$ cat src/rtl/parking_pkg.sv
// Shared types and helpers for the multi-gate parking lot counter.
package parking_pkg;

  localparam int GATES_MAX = 8;

  typedef enum logic [2:0] {
    IDLE = 3'd0,
    EN1  = 3'd1,
    EN2  = 3'd2,
    EN3  = 3'd3,
    EX1  = 3'd4,
    EX2  = 3'd5,
    EX3  = 3'd6
  } gate_state_t;

  function automatic logic [3:0] popcount(input logic [GATES_MAX-1:0] v);
    logic [3:0] n;
    n = '0;
    for (int i = 0; i < GATES_MAX; i++) n = n + {3'b000, v[i]};
    return n;
  endfunction

endpackage

$ cat src/rtl/parking_gate_fsm.sv
// One gate's a/b sensor sequence detector with registered one-cycle
// entry/exit pulses.
module parking_gate_fsm
  import parking_pkg::*;
(
  input  logic i_clk,
  input  logic i_rst,
  input  logic i_a,
  input  logic i_b,
  output logic o_enter,
  output logic o_exit
);

  gate_state_t state_q, state_d;
  logic        enter_q, enter_d;
  logic        exit_q, exit_d;
  logic [1:0]  ab;

  assign ab = {i_a, i_b};

  // NOTE: every variable driven here gets a default first, so no path can infer a latch.
  always_comb begin
    state_d = state_q;
    enter_d = 1'b0;
    exit_d  = 1'b0;
    unique case (state_q)
      IDLE: if (ab == 2'b10) state_d = EN1;
            else if (ab == 2'b01) state_d = EX1;
      EN1: case (ab)
        2'b11:   state_d = EN2;
        2'b10:   state_d = EN1;
        default: state_d = IDLE;
      endcase
      EN2: case (ab)
        2'b01: state_d = EN3;
        2'b10: state_d = EN1;
        2'b11: state_d = EN2;
        default: state_d = IDLE;
      endcase
      EN3: case (ab)
        2'b00: begin state_d = IDLE; enter_d = 1'b1; end
        2'b11: state_d = EN2;
        2'b01: state_d = EN3;
        default: state_d = IDLE;
      endcase
      EX1: case (ab)
        2'b11:   state_d = EX2;
        2'b01:   state_d = EX1;
        default: state_d = IDLE;
      endcase
      EX2: case (ab)
        2'b10: state_d = EX3;
        2'b01: state_d = EX1;
        2'b11: state_d = EX2;
        default: state_d = IDLE;
      endcase
      EX3: case (ab)
        2'b00: begin state_d = IDLE; exit_d = 1'b1; end
        2'b11: state_d = EX2;
        2'b10: state_d = EX3;
        default: state_d = IDLE;
      endcase
      default: state_d = IDLE;
    endcase
  end

  // NOTE: sequential state uses non-blocking assignments so all flops update together.
  always_ff @(posedge i_clk or posedge i_rst) begin
    if (i_rst) begin
      state_q <= IDLE;
      enter_q <= 1'b0;
      exit_q  <= 1'b0;
    end else begin
      state_q <= state_d;
      enter_q <= enter_d;
      exit_q  <= exit_d;
    end
  end

  assign o_enter = enter_q;
  assign o_exit  = exit_q;

endmodule

$ cat src/rtl/parking_lot_multi_gate.sv
// Multi-gate parking lot occupancy counter: per-gate FSMs, netted saturating
// count and sticky error flags. Define PLMG_INPUT_SYNC_EN for 2-flop input sync.
module parking_lot_multi_gate
  import parking_pkg::*;
#(
  parameter int N_GATES  = 2,
  parameter int CAPACITY = 200,
  parameter int COUNT_W  = 16
) (
  input  logic               i_clk,
  input  logic               i_rst,
  input  logic [N_GATES-1:0] i_a,
  input  logic [N_GATES-1:0] i_b,
  output logic [N_GATES-1:0] o_car_enter,
  output logic [N_GATES-1:0] o_car_exit,
  output logic [COUNT_W-1:0] o_count,
  output logic               o_full,
  output logic               o_empty,
  output logic               o_overflow,
  output logic               o_underflow
);

  localparam int               SUM_W = COUNT_W + 2;
  localparam logic [COUNT_W-1:0] CAP_C = COUNT_W'(CAPACITY);

  if (N_GATES < 1 || N_GATES > GATES_MAX) begin : g_bad_gates
    $error("N_GATES must be in 1..%0d", GATES_MAX);
  end
  if (CAPACITY < 1 || CAPACITY >= (1 << COUNT_W)) begin : g_bad_capacity
    $error("CAPACITY must be in 1..2**COUNT_W-1");
  end

  logic [N_GATES-1:0] a_s, b_s;

`ifdef PLMG_INPUT_SYNC_EN
  logic [N_GATES-1:0] a_meta_q, a_sync_q, b_meta_q, b_sync_q;

  // NOTE: synchronizer flops are reset so no stale sensor state leaks past reset.
  always_ff @(posedge i_clk or posedge i_rst) begin
    if (i_rst) begin
      a_meta_q <= '0;
      a_sync_q <= '0;
      b_meta_q <= '0;
      b_sync_q <= '0;
    end else begin
      a_meta_q <= i_a;
      a_sync_q <= a_meta_q;
      b_meta_q <= i_b;
      b_sync_q <= b_meta_q;
    end
  end

  assign a_s = a_sync_q;
  assign b_s = b_sync_q;
`else
  assign a_s = i_a;
  assign b_s = i_b;
`endif

  for (genvar g = 0; g < N_GATES; g++) begin : g_gate
    parking_gate_fsm u_fsm (
      .i_clk  (i_clk),
      .i_rst  (i_rst),
      .i_a    (a_s[g]),
      .i_b    (b_s[g]),
      .o_enter(o_car_enter[g]),
      .o_exit (o_car_exit[g])
    );
  end

  logic [GATES_MAX-1:0]      enter_ext, exit_ext;
  logic [3:0]                e_cnt, x_cnt;
  logic signed [SUM_W-1:0]   sum;
  logic [COUNT_W-1:0]        count_q, count_d;
  logic                      ovf_q, ovf_d, unf_q, unf_d;

  // Signed sum is two bits wider than the count so both over- and underflow are visible.
  always_comb begin
    enter_ext                = '0;
    exit_ext                 = '0;
    enter_ext[N_GATES-1:0]   = o_car_enter;
    exit_ext[N_GATES-1:0]    = o_car_exit;
    e_cnt                    = popcount(enter_ext);
    x_cnt                    = popcount(exit_ext);
    sum                      = SUM_W'(count_q) + SUM_W'(e_cnt) - SUM_W'(x_cnt);
    count_d                  = count_q;
    ovf_d                    = ovf_q;
    unf_d                    = unf_q;
    if (sum[SUM_W-1]) begin
      count_d = '0;
      unf_d   = 1'b1;
    end else if (sum[SUM_W-2:0] > (SUM_W-1)'(CAPACITY)) begin
      count_d = CAP_C;
      ovf_d   = 1'b1;
    end else begin
      count_d = sum[COUNT_W-1:0];
    end
  end

  always_ff @(posedge i_clk or posedge i_rst) begin
    if (i_rst) begin
      count_q <= '0;
      ovf_q   <= 1'b0;
      unf_q   <= 1'b0;
    end else begin
      count_q <= count_d;
      ovf_q   <= ovf_d;
      unf_q   <= unf_d;
    end
  end

  assign o_count     = count_q;
  assign o_full      = (count_q == CAP_C);
  assign o_empty     = (count_q == '0);
  assign o_overflow  = ovf_q;
  assign o_underflow = unf_q;

endmodule

$ cat config.mk
export PLATFORM = sky130hd
export DESIGN_NAME = parking_lot_multi_gate
export DESIGN_NICKNAME = d
export VERILOG_FILES = /design/src/rtl/parking_pkg.sv /design/src/rtl/parking_gate_fsm.sv /design/src/rtl/parking_lot_multi_gate.sv
export SDC_FILE = /design/constraint.sdc
export NUM_CORES = 1
export LEC_CHECK = 0
export ABC_AREA = 1
export CORE_UTILIZATION = 52
export DETAILED_ROUTE_END_ITERATION = 8
export GPL_TIMING_DRIVEN = 0
export PLACE_DENSITY = 0.82
export RECOVER_POWER = 25
export SKIP_CTS_REPAIR_TIMING = 1
export SYNTH_ARGS = -nofsm -noshare
export SYNTH_HDL_FRONTEND = slang
export SYNTH_SLANG_ARGS = --single-unit
$ cat constraint.sdc
create_clock -name i_clk -period 2.65 [get_ports i_clk]
set_clock_uncertainty 0.15 [all_clocks]
set_input_delay 0.265 -clock i_clk [delete_from_list [all_inputs] [get_ports i_clk]]
set_output_delay 0.265 -clock i_clk [all_outputs]
set_load 0.05 [all_outputs]
==> flow_summary_export.csv, run 1 <==
group,metric,value,unit
route,vias,2458,
floorplan,ios,30,
worst_hold_path,hold_class,"reg -> reg",
pwr,powerDensity,439.3,mW/mm2
route,routedWlPerCell,11.89,um
timing,max_freq,322.2,MHz
placement,port_buffers,29,
final_layout,finalNetCount,478,
global_route,grt_antenna_before_repair,0,
floorplan,start_util,55.17,%
route,drtIter0Drc,139,
outcome,violations,"negative setup slack",
clock_tree,clk_pin_slew,0.10,ns
synthesis,synth_flop_cell,"dfrtp_1",
pwr,irDropWorstVdd,0.0003563,V
critical_path,slowest_stage,"fa_1",
route,vias_per_cell,4.976,
synthesis,yosys-top-cells-area,"dfrtp_1 26%, ha_1 19%, nand2_1 16%",
route,drc,0,
route,antenna_left,0,
clock_tree,cts_tree,"done",
critical_path,worstPathRequired,2.68,ns
final_layout,diodes,0,
timing,setup-violations-final,10,
timing,rsz0062_at_grt,"true",
final_layout,area_growth,23.40,%
synthesis,synth_top_area_cell,"dfrtp_1",
placement,dpl_worst_slack,-0.5247,ns
synthesis,synth.distinct_cells,34,
placement,place_congestion,0.8885,
outcome,status,"complete, but fails checks",
pwr,p_leak,0.001776,uW
critical_path,crit_chain,"inv_2, fa_1, inv_2, fa_2, inv_2, ha_4, fa_2, inv_2, nand3_2, nand2_2, nand3_2, nand3_2, nand3_2, nor2_4, nand2_2, nand2_4, nand2_2",
job,maxCapViolCount,0,
synthesis,synth_edf_count,0,
synthesis,syn_inst,384,
timing,hold_viol_final,0,
clock_tree,root_buffer,"clkbuf_8",
floorplan,die_x,73.49,um
floorplan,rows,25,
critical_path,critPathMaxStageDelay,0.55,ns
critical_path,cp-start-kind,"flop",
timing,fin_tns_setup,-3.931,ns
global_route,grt_pass1_wl,9.701,mm
floorplan,die_area,0.005401,mm2
floorplan,die_h,73.49,um
floorplan,coreArea,0.004817,mm2
synthesis,ys_ff_latch,28,
global_route,track_usage,22.84,%
synthesis,post-synth-top-area-fraction,26.37,%
clock_tree,cts_buffer_depth,2,
timing,maxSlewHeadroom,30.14,%
critical_path,r2r_slack,-0.45,ns
placement,dp_hpwl,4.605,mm
final_layout,drive_gt1_share,15.22,%
synthesis,yosys_warnings,0,
synthesis,avgSynthCellArea,6.921,um2
synthesis,yosys.cell_count.top_type,"nand2_1",
timing,fin_crit_sh,117.1,%
critical_path,arrival,3.13,ns
synthesis,synth_seq_area_share,26.37,%
clock_tree,ctsHtreeMaxLevel,1,
final_layout,final_area,0.003279,mm2
route,wirelength,5.872,mm
clock_tree,numCtsBuffers,3,
critical_path,end_kind,"flop",
timing,finalMaxSlewViolations,0,
critical_path,critical_path_class,"reg -> reg",
clock_tree,cts.sinks,28,
global_route,grt_pass1_vias,2361,
synthesis,synthArstFlopShare,100.0,%
synthesis,synth_area,0.002658,mm2
timing,worstMarginPinSlew,1.047,ns
critical_path,cp_max_fo,4,
timing,timing.hold.ws,0.3256,ns
clock_tree,clk_latency,0.27,ns
timing,setup_slack,-0.4540,ns
global_route,grt_max_degree,29,
synthesis,synthTopCellsByCount,"110 x nand2_1, 73 x inv_1, 41 x ha_1",
route,drt-pass1-iter-count,4,
placement,place_area,0.003063,mm2
global_route,gr-total-overflow,0,
timing,min_period,3.104,ns
worst max-delay path: cells and delay by family (launching register included):
family | cells | cell delay [ns]
simple gates | 9 | 0.77
buf+inv | 4 | 0.25
flops | 1 | 0.38
fa+ha+maj | 4 | 1.46
layout make-up:
type / instances / area, um2
fillers: 411 / 1538
clock inverters: 1 / 30.03
well taps: 67 / 83.83
clock buffers: 3 / 41.29
flip-flops and latches: 28 / 700.7
inverters: 83 / 311.5
multi-input cells: 275 / 1760
plain buffers: 5 / 33.78
repair buffers: 32 / 317.8
where the power goes:
part           internal [uW]  leakage, uW  switching, uW
clock                    202    0.0000357            135
combinational            195      0.00140            369
sequential               476     0.000342           62.6
metal layers:
metal  global-route usage, %  vias to the layer above  routed length, um
li1                        -                     1273                  -
met1                   28.55                     1123               2612
met2                   41.90                       53               3011
met3                   1.783                        9                147
met4                   6.410                        0                101
met5                       0                        -                  0
sequential cells by signal (all words and copies together) (netlist names):
register and count:
o_overflow 1, g_gate.u_fsm.o_exit 2, o_count 16, o_underflow 1, g_gate.u_fsm.state_q 6, g_gate.u_fsm.o_enter 2
kinds of logic (layout without fill, tap and decap cells):
family | count (synthesis) | after routing | share of synthesized area (%)
flip-flops | 28 | 28 | 26.37
AND/OR/NAND/NOR | 199 | 199 | 32.96
other | 1 | 8 | 0.1411
XOR/XNOR | 1 | 1 | 0.3296
adder cells (fa/ha/maj) | 44 | 44 | 21.56
AO/OA/AOI/OAI | 23 | 23 | 5.650
buffers and inverters | 88 | 124 | 12.99
placed cells by master (no fill, tap or decap), types with 8 or more instances in the layout:
cell type	n
nand2_2	15
nand4_1	12
dfrtp_1	28
a21oi_1	9
inv_1	69
conb_1	8
ha_1	40
nand3_1	15
nor3_1	9
inv_2	13
nand3_2	8
nand2_1	96
nor2_1	24
clkdlybuf4s50_1	24
worst paths after layout:
| kind | start | to | cells past startpoint |
|---|---|---|---|
| max reg2reg | g_gate[1].u_fsm.o_exit$_DFF_PP0_ | o_count[6]$_DFF_PP0_ | 17 |
| min reg2reg | g_gate[1].u_fsm.state_q[2]$_DFFE_PP0P_ | g_gate[1].u_fsm.o_enter$_DFF_PP0_ | 1 |
| max | g_gate[1].u_fsm.o_exit$_DFF_PP0_ | o_count[6]$_DFF_PP0_ | 17 |
| max in group asynchronous | i_rst | g_gate[1].u_fsm.o_enter$_DFF_PP0_ | 2 |
| min in group asynchronous | i_rst | o_count[12]$_DFF_PP0_ | 2 |
| min | g_gate[1].u_fsm.state_q[2]$_DFFE_PP0P_ | g_gate[1].u_fsm.o_enter$_DFF_PP0_ | 1 |
through the flow:
stage / instances / power [uW] / utilization, %
floorplan: 391 / 937.0 / -
global placement: 487 / 1043 / 63.58
detailed placement: 487 / 1064 / 63.58
CTS: 491 / 1404 / 65.06
global route: 494 / 1538 / 68.08
finish: 494 / 1441 / 68.08
(Power assumes the default switching activity.)
==> run 2, diff against run 1 <==
--- a/config.mk
+++ b/config.mk
@@ -6,10 +6,11 @@
 export NUM_CORES = 1
 export LEC_CHECK = 0
 export ABC_AREA = 1
-export CORE_UTILIZATION = 52
+export CORE_UTILIZATION = 58
 export DETAILED_ROUTE_END_ITERATION = 8
+export DONT_BUFFER_PORTS = 1
 export GPL_TIMING_DRIVEN = 0
-export PLACE_DENSITY = 0.82
+export PLACE_DENSITY = 0.8
 export RECOVER_POWER = 25
 export SKIP_CTS_REPAIR_TIMING = 1
 export SYNTH_ARGS = -nofsm -noshare
==> flow_summary_export.csv, run 2 (synthesized netlist as in run 1, its figures left out) <==
group,metric,value,unit
outcome,status,"complete, but fails checks",
outcome,violations,"negative hold slack, negative setup slack",
clock_tree,cts_tree,"done",
final_layout,final_area,0.002935,mm2
timing,worstMarginPinSlew,1.038,ns
final_layout,nFillCells,380,
placement,dp_hpwl,4.312,mm
clock_tree,cts_buffer_depth,2,
floorplan,die_h,69.69,um
route,wirelength,5.474,mm
clock_tree,numCtsBuffers,3,
critical_path,worstPathRequired,2.68,ns
critical_path,cp_max_fo,4,
clock_tree,clk_latency,0.28,ns
pwr,powerDensity,472.0,mW/mm2
route,vias,2333,
pwr,internal_power,847.8,uW
critical_path,end_kind,"flop",
timing,setup_slack,-0.4098,ns
route,drt-pass1-iter-count,4,
route,vias_per_cell,5.173,
clock_tree,ctsHtreeMaxLevel,1,
timing,finalMaxSlewViolations,0,
timing,maxSlewHeadroom,30.75,%
placement,place_congestion,0.8782,
pwr,swShare,38.81,%
placement,port_buffers,0,
pwr,pwr-share-comb,34.9,%
global_route,track_usage,22.34,%
timing,min_period,3.060,ns
final_layout,largest_register_ffs,16,
final_layout,regArea,703.2,um2
route,antenna_left,0,
placement,place_area,0.002754,mm2
floorplan,coreArea,0.004384,mm2
route,drtIter0Drc,146,
pwr,irDropWorstVdd,0.0003242,V
pwr,p_leak,0.001613,uW
critical_path,cp-start-kind,"flop",
worst_hold_path,hold_class,"in -> async",
global_route,grt_max_degree,29,
critical_path,r2r_slack,-0.41,ns
pwr,pwr-share-seq,40.9,%
final_layout,finalNetCount,450,
clock_tree,clk_pin_slew,0.10,ns
global_route,grt_pass1_wl,8.983,mm
critical_path,arrival,3.09,ns
floorplan,rows,24,
timing,setup-violations-final,10,
final_layout,area_growth,10.45,%
final_layout,drive_gt1_share,15.04,%
final_layout,diodes,0,
timing,hold_viol_final,28,
critical_path,r2r.worst_path.cells,20,
final_layout,final_cell_mix,"99 x nand2_1, 70 x inv_1, 40 x ha_1",
clock_tree,cts.sinks,28,
floorplan,die_area,0.004857,mm2
timing,timing.hold.ws,-0.03004,ns
route,drc,0,
global_route,grt_pass1_vias,2192,
clock_tree,root_buffer,"clkbuf_8",
floorplan,die_x,69.69,um
floorplan,start_util,60.62,%
global_route,grt_antenna_before_repair,0,
job,maxCapViolCount,0,
final_layout,mostFrequentLayoutCell,"nand2_1",
critical_path,critical_path_class,"reg -> reg",
timing,fin_crit_sh,115.5,%
global_route,gr-total-overflow,0,
pwr,p_switching,537.6,uW
route,routedWlPerCell,12.14,um
floorplan,ios,30,
pwr,p_clk_share,24.2,%
final_layout,multi_input_area,0.001720,mm2
timing,max_freq,326.8,MHz
timing,rsz0062_at_grt,"true",
[run 2: layout make-up]
| cell class | instances | share of cell area [%] |
|---|---|---|
| multi-input combinational | 275 | 58.61 |
| sequential | 28 | 23.96 |
| inverter | 83 | 10.61 |
| tap | 52 | 2.217 |
| clock buffer | 3 | 1.407 |
| buffer | 5 | 1.151 |
| clock inverter | 1 | 1.023 |
| timing repair buffer | 4 | 1.023 |
[run 2: worst max-delay path, cell delays in order (launching register included)]
cell and delay (ns):
dfrtp_1 0.37, inv_2 0.04, fa_1 0.53, inv_1 0.05, fa_2 0.33, inv_2 0.07, ha_4 0.13, fa_2 0.23
nand2_1 0.07, nand2_1 0.08, nand3_2 0.08, nand2_2 0.12, nand2_2 0.08, nand2_2 0.08, nand2_1 0.05, nand2_1 0.07
nand2_1 0.07, nor2_2 0.12, nand2_1 0.09, nand2_2 0.10, nand2_1 0.06
[run 2: path summary, 6_finish.rpt]
kind,start,endpoint
min in group i_clk,i_b[0],g_gate[0].u_fsm.state_q[1]$_DFFE_PP0P_
max in group asynchronous,i_rst,o_count[15]$_DFF_PP0_
max,g_gate[0].u_fsm.o_exit$_DFF_PP0_,o_count[6]$_DFF_PP0_
min,i_rst,g_gate[1].u_fsm.state_q[2]$_DFFE_PP0P_
min reg2reg,g_gate[1].u_fsm.state_q[2]$_DFFE_PP0P_,g_gate[1].u_fsm.o_enter$_DFF_PP0_
max reg2reg,g_gate[0].u_fsm.o_exit$_DFF_PP0_,o_count[6]$_DFF_PP0_
[run 2: stage by stage]
| stage | util, % | instances | worst slack [ns] | setup TNS, ns | power (uW) |
|---|---|---|---|---|---|
| floorplan | - | 391 | -0.1943 | -1.560 | 937.0 |
| global placement | 62.81 | 443 | -0.4325 | -4.025 | 1017 |
| detailed placement | 62.81 | 443 | -0.4765 | -4.326 | 1028 |
| CTS | 64.44 | 447 | -0.5082 | -4.969 | 1362 |
| global route | 66.95 | 451 | -0.5905 | -5.573 | 1480 |
| finish | 66.95 | 451 | -0.4098 | -3.717 | 1385 |
[run 2: routing by layer]
layer,wire [um],track usage (%),vias to the layer above
met5,0,0,-
met1,2381,28.28,1065
li1,-,-,1213
met4,52,6.444,0
met3,252,1.890,5
met2,2787,40.56,50
[run 2: power by group through the flow]
| stage | Combinational [uW] | Sequential (uW) | Clock (uW) |
|---|---|---|---|
| 2_1_floorplan | 377 | 560 | 0 |
| 3_3_place_gp | 443 | 573 | 0 |
| 3_5_place_dp | 455 | 572 | 0 |
| 4_1_cts | 458 | 565 | 339 |
| 5_1_grt | 554 | 576 | 349 |
| 6_report | 483 | 567 | 336 |
